## src/rtl/jk_cmd_sequencer.sv

```systemverilog
// Command FIFO plus a three-state issue FSM that drives a downstream JK flip-flop at most once
// every two cycles. Define JK_SEQ_CHECK_EN to enable the q_fb check behind the mismatch flag.
module jk_cmd_sequencer #(
  parameter int unsigned DEPTH = 4
) (
  input  logic       clock,
  input  logic       reset_n,
  input  logic       cmd_valid,
  input  logic [1:0] cmd,
  output logic       cmd_ready,
  output logic       j,
  output logic       k,
  output logic       jk_strobe,
  input  logic       q_fb,
  output logic       q_exp,
  output logic       busy,
  output logic       mismatch
);

  localparam int unsigned AW = $clog2(DEPTH);
  localparam int unsigned CW = AW + 1;
  localparam logic [CW-1:0] CountFull = CW'(DEPTH);

  localparam logic [1:0] StIdle   = 2'd0;
  localparam logic [1:0] StIssue  = 2'd1;
  localparam logic [1:0] StSettle = 2'd2;

  if (DEPTH < 2 || (DEPTH & (DEPTH - 1)) != 0) begin : g_bad_depth
    $error("jk_cmd_sequencer: DEPTH must be a power of two and at least 2");
  end

  logic [1:0]    mem_q [DEPTH];
  logic [AW-1:0] wr_ptr_q, wr_ptr_d;
  logic [AW-1:0] rd_ptr_q, rd_ptr_d;
  logic [CW-1:0] count_q, count_d;
  logic [1:0]    state_q, state_d;
  logic          j_q, j_d;
  logic          k_q, k_d;
  logic          strobe_q, strobe_d;
  logic          q_exp_q, q_exp_d;
  logic          push, pop, empty;

  // Ready comes from the registered count only, so a pop while full frees space a cycle later.
  assign cmd_ready = (count_q != CountFull);
  assign empty     = (count_q == '0);
  assign push      = cmd_valid & cmd_ready;

  always_comb begin
    wr_ptr_d = wr_ptr_q;
    rd_ptr_d = rd_ptr_q;
    count_d  = count_q;
    if (push) begin
      wr_ptr_d = wr_ptr_q + AW'(1);
    end
    if (pop) begin
      rd_ptr_d = rd_ptr_q + AW'(1);
    end
    unique case ({push, pop})
      2'b10:   count_d = count_q + CW'(1);
      2'b01:   count_d = count_q - CW'(1);
      default: count_d = count_q;
    endcase
  end

  always_ff @(posedge clock) begin
    if (push) begin
      mem_q[wr_ptr_q] <= cmd;
    end
  end

  always_comb begin
    state_d  = state_q;
    j_d      = 1'b0;
    k_d      = 1'b0;
    strobe_d = 1'b0;
    q_exp_d  = q_exp_q;
    pop      = 1'b0;
    unique case (state_q)
      StIdle, StSettle: begin
        if (!empty) begin
          pop        = 1'b1;
          state_d    = StIssue;
          {j_d, k_d} = mem_q[rd_ptr_q];
          strobe_d   = 1'b1;
        end else begin
          state_d = StIdle;
        end
      end
      StIssue: begin
        state_d = StSettle;
        // Mirror what the flip-flop does as it samples j/k on this edge.
        unique case ({j_q, k_q})
          2'b01:   q_exp_d = 1'b0;
          2'b10:   q_exp_d = 1'b1;
          2'b11:   q_exp_d = ~q_exp_q;
          default: q_exp_d = q_exp_q;
        endcase
      end
      default: state_d = StIdle;
    endcase
  end

  always_ff @(posedge clock or negedge reset_n) begin
    if (!reset_n) begin
      state_q  <= StIdle;
      wr_ptr_q <= '0;
      rd_ptr_q <= '0;
      count_q  <= '0;
      j_q      <= 1'b0;
      k_q      <= 1'b0;
      strobe_q <= 1'b0;
      q_exp_q  <= 1'b0;
    end else begin
      state_q  <= state_d;
      wr_ptr_q <= wr_ptr_d;
      rd_ptr_q <= rd_ptr_d;
      count_q  <= count_d;
      j_q      <= j_d;
      k_q      <= k_d;
      strobe_q <= strobe_d;
      q_exp_q  <= q_exp_d;
    end
  end

  assign j         = j_q;
  assign k         = k_q;
  assign jk_strobe = strobe_q;
  assign q_exp     = q_exp_q;
  assign busy      = (state_q != StIdle) || !empty;

`ifdef JK_SEQ_CHECK_EN
  logic mismatch_q;

  // In SETTLE the flip-flop has already taken the issued command, so q_fb must equal q_exp.
  always_ff @(posedge clock or negedge reset_n) begin
    if (!reset_n) begin
      mismatch_q <= 1'b0;
    end else if (state_q == StSettle && q_fb != q_exp_q) begin
      mismatch_q <= 1'b1;
    end
  end

  assign mismatch = mismatch_q;
`else
  logic unused_q_fb;
  assign unused_q_fb = q_fb;
  assign mismatch    = 1'b0;
`endif

endmodule

```

## config.mk

```make
export PLATFORM = sky130hd
export DESIGN_NAME = jk_cmd_sequencer
export DESIGN_NICKNAME = d
export VERILOG_FILES = /design/src/rtl/jk_cmd_sequencer.sv
export SDC_FILE = /design/constraint.sdc
export NUM_CORES = 1
export LEC_CHECK = 0
export CELL_PAD_IN_SITES_DETAIL_PLACEMENT = 1
export CELL_PAD_IN_SITES_GLOBAL_PLACEMENT = 1
export CORE_MARGIN = 5
export CORE_UTILIZATION = 49
export DETAILED_ROUTE_END_ITERATION = 16
export DONT_BUFFER_PORTS = 1
export GPL_TIMING_DRIVEN = 1
export HOLD_SLACK_MARGIN = 0.15
export PLACE_DENSITY_LB_ADDON = 0.1
export SLEW_MARGIN = 20
export SYNTH_ARGS = -nofsm -noshare
export SYNTH_HDL_FRONTEND = slang
export SYNTH_SLANG_ARGS = --single-unit
```

## constraint.sdc

```tcl
create_clock -name clock -period 2.4 [get_ports clock]
set_clock_uncertainty 0.05 [all_clocks]
set_input_delay 0 -clock clock [delete_from_list [all_inputs] [get_ports clock]]
set_output_delay 0 -clock clock [all_outputs]
set_load 0.01 [all_outputs]
```

==> results.toml <==
[worst_hold_path]
hold_path_class = "in -> reg"

[cells_and_area]
drive_above_1_share = 0.212
fin_area_um2 = 987
nFillCells = 168
layout-area-overhead-vs-synth_pct = 12.6
finish.net_count = 79
layout_commonest_cell = "dfrtp_1"
final_util = 0.578
diodes = 0
final_cell_mix = "dfrtp_1 (12), edfxtp_1 (8), ha_1 (5), dlygate4sd3_1 (5), and3_2 (4)"

[sta]
hold_violations = 0
worst_pin_slew_ns = 0.539
holdWs_ns = 0.372
fmaxAchievable_mhz = 449
slew_viol_final = 0
min_period_ns = 2.23
period_share = 0.929
rsz0062_at_grt = "no"
slew_headroom = 0.639
setup-tns-final_ns = 0
setup_viol_count_final = 0

[floorplan]
fp-row-count = 15
pin_count = 13
die_w_um = 52.3
die_y_um = 52.3
coreArea_um2 = 1710
initial_core_util = 0.514
dieArea_um2 = 2740

[clock_network]
clkLatencyLatePin_ns = 0.29
cts_buffers = 3
clockBufferDepth = 2
cts_sinks = 20
htreeDepth = 1
path_clk_slew_ns = 0.11
cts_resized = 0
tritoncts = "done"
root_buffer = "clkbuf_4"
post_cts_buffers = 0

[place]
dpl.hpwl_um = 1070
io_buffers = 0
routabilityCongestion = 0.648
dpl_cell_area_um2 = 901

[global_route]
grt_max_degree = 13
antenna_found_initial = 0
grt_pass1_vias = 528
grt.overflow.total = 0
grt_pass1_wl_um = 2380
grt_use_total = 0.123

[synth]
syn_area_per_cell_um2 = 15.1
synth-seq-cells = 20
synth.area.mux_share = 0.0813
syn_nets = 70
synth_top_family_by_area = "simple AND/OR/NAND/NOR gates"
yosysSeqAreaShare = 0.616
synthAdderAreaFrac = 0.0942
synth.yosys.warnings = 0
synth-async-reset-ratio = 0.600
syn_area_um2 = 877
synth_xor_area_frac = 0.0599
synth.distinct_cells = 23
synth_edf_count = 8
synth_compound_area_frac = 0.0128
synth_flop_cell = "dfrtp_1"
netlist_instances = 58
synthSimpleGateAreaFrac = 0.110

[critical_path]
cpPeakStageDelay_ns = 0.47
critPathLaunchType = "flop"
cp.arrival_ns = 2.36
crit_required_ns = 2.53
critPathCaptureType = "flop"
cp_cell_sequence = "or3b_4 > and2_4 > inv_1 > ha_1 > fa_1 > mux2_2"
path_class = "reg -> reg"
worst-path-max-fanout = 6
critPathSlowestCell = "or3b_4"

[status]
status = "completed"

[power]
finalPower_mw = 1.26
power.leakage_nw = 0.417
ir_worst_vdd_v = 0.000712
powerDensity_nw_per_um2 = 1280

[routing]
final_antenna_net_count = 0
firstDrtPassIters = 4
post_drt_wl_per_cell_um = 14.8
route.detailed.drc = 0
drtIter0Drc = 7
via_per_inst = 4.89
vias = 445
routed_wl_um = 1350

[job]
drv_cap = 0
## power by group
part	leakage, nW	total (mW)	internal [mW]	switching (mW)
combinational	0.180	0.451	0.250	0.201
clock	0.0210	0.186	0.0923	0.0934
sequential	0.216	0.624	0.493	0.131
## worst max-delay path, delay by kind of cell (launching register included)
family                     cells  cell delay, ns
DFF                            1            0.46
muxes                          1            0.26
and+or+nand+nor                2            0.67
buffers and inverters          1            0.06
adders and majority gates      2            0.63
## timing repair
action,4_1_cts,5_1_grt
endpoints found under the hold margin,31,0
endpoints found under the setup margin,0,0
hold buffers,5,0
## kinds of logic (layout without fill, tap and decap cells)
family          count (synthesis)  count (layout)
xor+xnor                        6               6
simple gates                   15              15
other cells                     1               1
fa+ha+maj                       6               6
compound gates                  2               2
buf+inv                         4              12
mux                             4               4
flops                          20              20
## worst paths after layout
kind / slack, ns / cells past startpoint / to / start
setup / recovery: 0.17 / 6 / count_q[1] / count_q[0]
hold / removal: 0.37 / 1 / mem_q[0][0] / cmd[0]
setup reg to reg: 0.17 / 6 / count_q[1] / count_q[0]
hold reg to reg: 0.45 / 1 / count_q[2] / count_q[2]
max in group asynchronous: 1.34 / 2 / wr_ptr_q[1] / reset_n
min in group asynchronous: 0.60 / 2 / k / reset_n
## state kept, by name, summed over array words and instances, names as in the netlist
| signal | count |
|---|---|
| mem_q | 8 |
| count_q | 3 |
| rd_ptr_q | 2 |
| wr_ptr_q | 2 |
| j | 1 |
| jk_strobe | 1 |
| k | 1 |
| q_exp | 1 |
| state_q | 1 |
## synth_stat cells (2+ instances only)
cell type / n / area share
xor2_1: 3 / 0.030
edfxtp_1: 8 / 0.27
ha_1: 5 / 0.071
nor2_1: 3 / 0.013
mux4_2: 2 / 0.051
dfrtp_1: 12 / 0.34
and3_2: 4 / 0.034
xnor2_1: 3 / 0.030
and2_1: 2 / 0.014
inv_1: 3 / 0.013
## final cells by class
cell class	count	area, um^2	area share
inverters	3	11.3	0.0114
multi-input cells	34	318	0.322
flip-flops and latches	20	541	0.548
clock buffers	4	36.3	0.0368
repair buffers	5	50.0	0.0507
well taps	25	31.3	0.0317
## per-stage QoR
stage	worst slack, ns	cells
after floorplan	0.304	58
after global placement	0.244	82
after detailed placement	0.176	82
after CTS	0.151	91
after global routing	0.0737	91
final	0.171	91
## metal layers
metal,part of all wire,track usage,vias to the layer above
met5,0,0,-
met4,0.0074,0.0511,0
met3,0.050,0.0313,2
met2,0.56,0.225,7
met1,0.38,0.133,220
li1,-,-,216
Note: power is estimated with default switching activity, not from simulation.
